<file path="src/rtl/fetch_pc_ctrl_pkg.sv">
// fetch_pc_ctrl_pkg: shared constants and state type for the fetch-PC sequencer
package fetch_pc_ctrl_pkg;
    localparam logic [31:0] RESET_PC = 32'hBFC0_0000;
    localparam logic [31:0] FETCH_GROUP_BYTES = 32'd8;
    typedef enum logic {RUN, DS_FETCH} fetch_state_t;
endpackage

</file>
<file path="src/rtl/fetch_pc_ctrl_next_pc_sel.sv">
// next_pc_sel: priority mux for next fetch PC, rescue target, state and flush
module next_pc_sel
    import fetch_pc_ctrl_pkg::*;
(
    input  fetch_state_t state,
    input  logic [31:0]  pc,
    input  logic [31:0]  tgt,
    input  logic         fire,
    input  logic         backend_redirect,
    input  logic [31:0]  backend_pc,
    input  logic         if3_redirect,
    input  logic [31:0]  if3_pc,
    input  logic         if3_rescue_ds,
    input  logic [31:0]  if3_ds_pc,
    input  logic         nlp_taken,
    input  logic [31:0]  nlp_target,
    output logic [31:0]  pc_nxt,
    output logic [31:0]  tgt_nxt,
    output fetch_state_t state_nxt,
    output logic         flush,
    output logic         be_inc,
    output logic         if3_inc
);
    logic        ds;
    logic        rescue;
    logic [31:0] seq;
    always_comb begin
        ds        = state == DS_FETCH;
        be_inc    = backend_redirect;
        // IF3 redirects seen during the rescue are stale; their groups were already flushed
        if3_inc   = !ds && if3_redirect && !backend_redirect;
        rescue    = if3_inc && if3_rescue_ds;
        flush     = be_inc || if3_inc;
        seq       = pc + (pc[2] ? 32'd4 : FETCH_GROUP_BYTES);
        pc_nxt    = be_inc ? backend_pc :
                    if3_inc ? (if3_rescue_ds ? if3_ds_pc : if3_pc) :
                    !fire ? pc :
                    ds ? tgt :
                    nlp_taken ? nlp_target : seq;
        tgt_nxt   = rescue ? if3_pc : tgt;
        state_nxt = be_inc ? RUN :
                    rescue ? DS_FETCH :
                    (ds && fire) ? RUN : state;
    end
endmodule

</file>
<file path="src/rtl/fetch_pc_ctrl.sv">
// fetch_pc_ctrl: front-end fetch-PC sequencer with delay-slot rescue and redirect counters
module fetch_pc_ctrl
    import fetch_pc_ctrl_pkg::*;
#(
    parameter logic [31:0] RESET_PC = fetch_pc_ctrl_pkg::RESET_PC,
    parameter int          CNT_W    = 32
) (
    input  logic             clk,
    input  logic             rst,
    input  logic             stall,
    input  logic             backend_redirect,
    input  logic [31:0]      backend_pc,
    input  logic             if3_redirect,
    input  logic [31:0]      if3_pc,
    input  logic             if3_rescue_ds,
    input  logic [31:0]      if3_ds_pc,
    input  logic             nlp_taken,
    input  logic [31:0]      nlp_target,
    input  logic             icache_ready,
    output logic             icache_req,
    output logic [31:0]      icache_pc,
    output logic             fetch_single,
    output logic             flush_if12,
    output logic             in_ds_fetch,
    output logic [CNT_W-1:0] perf_if3_redir,
    output logic [CNT_W-1:0] perf_be_redir
);
    fetch_state_t state, state_nxt;
    logic [31:0]  pc_reg, tgt_reg, pc_nxt, tgt_nxt;
    logic         flush, be_inc, if3_inc;
    assign icache_req   = rst && !stall;
    assign icache_pc    = {pc_reg[31:2], 2'b00};
    assign fetch_single = rst && (state == DS_FETCH || pc_reg[2]);
    assign flush_if12   = rst && flush;
    assign in_ds_fetch  = state == DS_FETCH;
    next_pc_sel u_sel (
        .state            (state),
        .pc               (pc_reg),
        .tgt              (tgt_reg),
        .fire             (icache_req && icache_ready),
        .backend_redirect (backend_redirect),
        .backend_pc       (backend_pc),
        .if3_redirect     (if3_redirect),
        .if3_pc           (if3_pc),
        .if3_rescue_ds    (if3_rescue_ds),
        .if3_ds_pc        (if3_ds_pc),
        .nlp_taken        (nlp_taken),
        .nlp_target       (nlp_target),
        .pc_nxt           (pc_nxt),
        .tgt_nxt          (tgt_nxt),
        .state_nxt        (state_nxt),
        .flush            (flush),
        .be_inc           (be_inc),
        .if3_inc          (if3_inc)
    );
    always_ff @(posedge clk or negedge rst) begin
        if (!rst) begin
            pc_reg         <= RESET_PC;
            tgt_reg        <= '0;
            state          <= RUN;
            perf_if3_redir <= '0;
            perf_be_redir  <= '0;
        end else begin
            pc_reg         <= pc_nxt;
            tgt_reg        <= tgt_nxt;
            state          <= state_nxt;
            perf_if3_redir <= perf_if3_redir + CNT_W'(if3_inc);
            perf_be_redir  <= perf_be_redir + CNT_W'(be_inc);
        end
    end
endmodule

</file>
<file path="config.mk">
export PLATFORM = sky130hd
export DESIGN_NAME = fetch_pc_ctrl
export DESIGN_NICKNAME = d
export VERILOG_FILES = /design/src/rtl/fetch_pc_ctrl_pkg.sv /design/src/rtl/fetch_pc_ctrl_next_pc_sel.sv /design/src/rtl/fetch_pc_ctrl.sv
export SDC_FILE = /design/constraint.sdc
export NUM_CORES = 1
export LEC_CHECK = 0
export ABC_AREA = 1
export CORE_ASPECT_RATIO = 0.75
export CORE_MARGIN = 5
export CORE_UTILIZATION = 40
export CTS_CLUSTER_DIAMETER = 200
export CTS_CLUSTER_SIZE = 28
export DETAILED_ROUTE_END_ITERATION = 10
export PLACE_DENSITY = 0.78
export SYNTH_ARGS = -nofsm -noshare
export SYNTH_HDL_FRONTEND = slang
export SYNTH_SLANG_ARGS = --single-unit
</file>
<file path="constraint.sdc">
create_clock -name clk -period 3.2 [get_ports clk]
set_clock_uncertainty 0.2 [all_clocks]
set_input_delay 0.96 -clock clk [delete_from_list [all_inputs] [get_ports clk]]
set_output_delay 0.96 -clock clk [all_outputs]
set_load 0.005 [all_outputs]
</file>
==> flow_summary.toml, run 1 <==
[run_status]
outcome = "complete, no violations"

[floorplan]
core_area_um2 = 19300
start_util_pct = 40.6
fp.dieH_um = 131
die_area_um2 = 22500
ios = 236
num_rows = 44
die_width_um = 172

[placed_design]
dp_hpwl_um = 22100
gp_congestion = 0.970
placed_cell_area_um2 = 10600
pre_cts_ws_ns = -0.390
port_buffers = 225
post-place-cells = 1560

[flow_run]
drv_cap = 0

[worst_setup_path]
reg2reg_slack_ns = 0.64
r2r_end = "pc_reg[19]$_DFFE_PN0P_"
end_kind = "primary output"
cp.required_ns = 2.04
path_class = "in -> out"
arrival_ns = 1.98
worstPathMaxFanout = 2
rr_worst_depth = 14
crit_path_start_kind = "input pin"
critPathMostFrequentCell = "clkdlybuf4s50_1"
cp_cell_sequence = "clkdlybuf4s50_1 > nor2_1 > clkdlybuf4s50_1"
slowest_stage = "clkdlybuf4s50_1"
critical-path-max-stage-delay_ns = 0.50
worstReg2RegStart = "pc_reg[2]$_DFFE_PN0P_"

[timing]
final-setup-viol-count = 0
clock.fmax_mhz = 318
final.setup.tns_ns = 0
relSlewSlack_pct = 29.3
setup_ws_ns = 0.0589
drv_slew = 0
grt_setup_unrepaired = "false"
fin_crit_sh_pct = 98.2
tightest_slew_ns = 1.06
fin_crit_ns = 3.14
hold_violations = 0

[detailed_routing]
initialDrtViolationCount = 821
wire_per_inst_um = 17.8
drc = 0
postRouteAntennaNets = 0
drtPass1Iterations = 5
routed_wl_um = 28300
vias_per_cell = 5.19
via_count = 8266

[min_path]
hold_start = "perf_be_redir[31]$_DFF_PN0_"
hold_path_depth = 1
hold_end = "perf_be_redir[31]$_DFF_PN0_"
hp-class = "reg -> reg"

[synthesis]
synth-simple-area-share_pct = 31.6
ys_seq_area_share_pct = 40.1
synth_cell_types = 48
synth_top_cell_by_area = "dfrtp_1"
synth_xor_area_share_pct = 7.61
synth_seq_cells = 125
ys_warn_count = 0
synthMuxAreaShare_pct = 1.01
async_flop_share_pct = 100
synthAdderAreaFrac_pct = 0.959
synth_cells = 1071
synth.area.top_cells = "dfrtp_1, nand2_1, a21oi_1"
avgSynthCellArea_um2 = 7.31
synth_top_family_by_area = "simple AND/OR/NAND/NOR gates"
synth_compound_area_share_pct = 11.8
synth_edf_count = 0
yosys.area.top_type_share_pct = 37.1
synthFlopType = "dfrtp_1"
syn_area_um2 = 7830

[power]
p_comb_share_pct = 25.6
powerDensity_nw_per_um2 = 483
p_sw_mw = 1.74
internal_power_mw = 3.67
power.leakage_nw = 5.14
clkPwrFrac_pct = 35.9
peakVddDrop_v = 0.000301
pwr-share-seq_pct = 38.5
swShare_pct = 32.1

[clock_network]
clock_latency_ns = 0.42
cts-root-buf = "clkbuf_16"
cts_tree = "yes"
holdBufCountCts = 0
clock_sinks = 125
clk_pin_slew_ns = 0.06
cts_buffers = 17
htree_levels = 4
clockBufferDepth = 2

[cells_and_area]
drive_gt1_share_pct = 11.1
syn_to_final_growth_pct = 43.4
final_nets = 1468
reg_top3 = "perf_be_redir x32, perf_if3_redir x32"
final_util_pct = 58.2
design_area_um2 = 11200
fin_cells = 1594
fillerInstances = 1763

[global_routing]
grt_pass1_wl_um = 44100
grt_usage_pct = 25.1
overflow = 0
grt_max_degree = 81
grt_pass1_vias = 7899
antenna_found_initial = 1
## stage by stage
| step | total power [mW] | hold slack, ns |
|---|---|---|
| after detailed placement | 3.48 | 0.264 |
| after CTS | 5.43 | 0.275 |
| after global routing | 5.69 | 0.297 |
| final | 5.42 | 0.276 |
| after global placement | 3.43 | 0.260 |
| after floorplan | 2.67 | 0.246 |
## how the worst max path moves through the flow
stage | slack (ns) | cells past startpoint | to | startpoint
5_1_grt | 0.00008 | 15 | perf_if3_redir[30]$_DFF_PN0_ | backend_redirect
3_3_place_gp | -0.35 | 6 | flush_if12 | if3_redirect
3_5_place_dp | -0.39 | 9 | pc_reg[8]$_DFFE_PN0P_ | if3_redirect
2_1_floorplan | 0.37 | 14 | perf_if3_redir[30]$_DFF_PN0_ | if3_redirect
4_1_cts | 0.05 | 3 | icache_req | stall
6_report | 0.06 | 3 | icache_req | stall
## metal layers
metal  share of wire (%)  global-route usage (%)  routed length [µm]  vias up
met5                   0                       0                   0        -
met4                 3.5                    9.59                 977        0
met3                 9.1                    5.53                2580       51
met2                  42                    35.5               11900      404
met1                  45                    37.3               12900     3838
li1                    -                       -                   -     3973
## worst max-delay path: cells and delay by family
family	cells	cell delay, ns
buffers and inverters	2	0.92
and+or+nand+nor	1	0.10
## timing repair
item	4_1_cts	5_1_grt
endpoints found under the hold margin	0	0
resized for setup	5	1
pin swaps	0	0
endpoints found under the setup margin	2	1
setup buffers	0	0
## cell families (layout without fill, tap and decap cells)
group	count (synthesis)	in the layout
buffers and inverters	135	402
other	1	4
multiplexers	7	7
XOR/XNOR	68	68
AO/OA/AOI/OAI	169	169
adder cells (fa/ha/maj)	6	6
AND/OR/NAND/NOR	560	560
flip-flops	125	125
## cell type report
class	instances	area (µm²)	share of cell area [%]
inverter	94	353	3.14
tap	253	317	2.82
antenna	2	5.00	0.0446
clock inverter	14	159	1.42
timing repair buffer	276	2660	23.7
multi-input combinational	812	4160	37.1
sequential	125	3140	28.0
clock buffer	18	429	3.83
## cells in the mapped netlist, types with 2 or more instances
library cell / count
nand2_1: 312
nor2_1: 123
dfrtp_1: 116
a21oi_1: 93
inv_1: 88
xor2_1: 50
o21ai_0: 43
nand3_1: 36
clkbuf_1: 24
nor3_1: 21
xnor2_1: 18
a211oi_1: 12
nand2_2: 11
nand4_1: 11
nor4_1: 11
buf_2: 10
dfstp_2: 9
nor2_4: 7
ha_1: 6
inv_2: 6
mux2_2: 6
nor2_2: 6
nor3_2: 6
o21ai_1: 6
buf_1: 4
nand3_2: 4
o21bai_1: 4
a221oi_1: 3
nand3b_1: 3
a22oi_1: 2
buf_4: 2
o211ai_1: 2
## power by group through the flow
| stage | Combinational, mW | Sequential (mW) | Clock (mW) |
|---|---|---|---|
| finish | 1.39 | 2.09 | 1.94 |
| global route | 1.52 | 2.12 | 2.06 |
| CTS | 1.38 | 2.08 | 1.97 |
| detailed placement | 1.37 | 2.10 | 0 |
| global placement | 1.33 | 2.09 | 0 |
| floorplan | 0.623 | 2.04 | 0 |
## cell usage in the layout, fill, tap and decap left out, drive strengths merged
master,instances
o21ai,50
o22ai,1
diode,2
ha,6
conb,2
a21oi,93
nor2,137
dlymetal6s2s,1
nor3b,2
buf,53
nand4,11
a221oi,3
o21bai,4
xor2,50
mux2,7
nand3,41
or2,1
xnor2,18
a31oi,1
clkinvlp,2
clkbuf,18
o2111ai,1
o211ai,2
nand2,324
dfstp,9
bufinv,2
nor3,28
nor4,12
a22oi,2
inv,99
dfrtp,116
clkdlybuf4s50,222
nand3b,3
a211oi,12
and2,1
clkinv,5
(Power assumes the default switching activity.)
==> run 2, diff against run 1 <==
HOLD_SLACK_MARGIN = 0.02   (was default)
==> results of run 2 <==
Same layout as run 1: the final DEF is identical, and so are final timing and power.
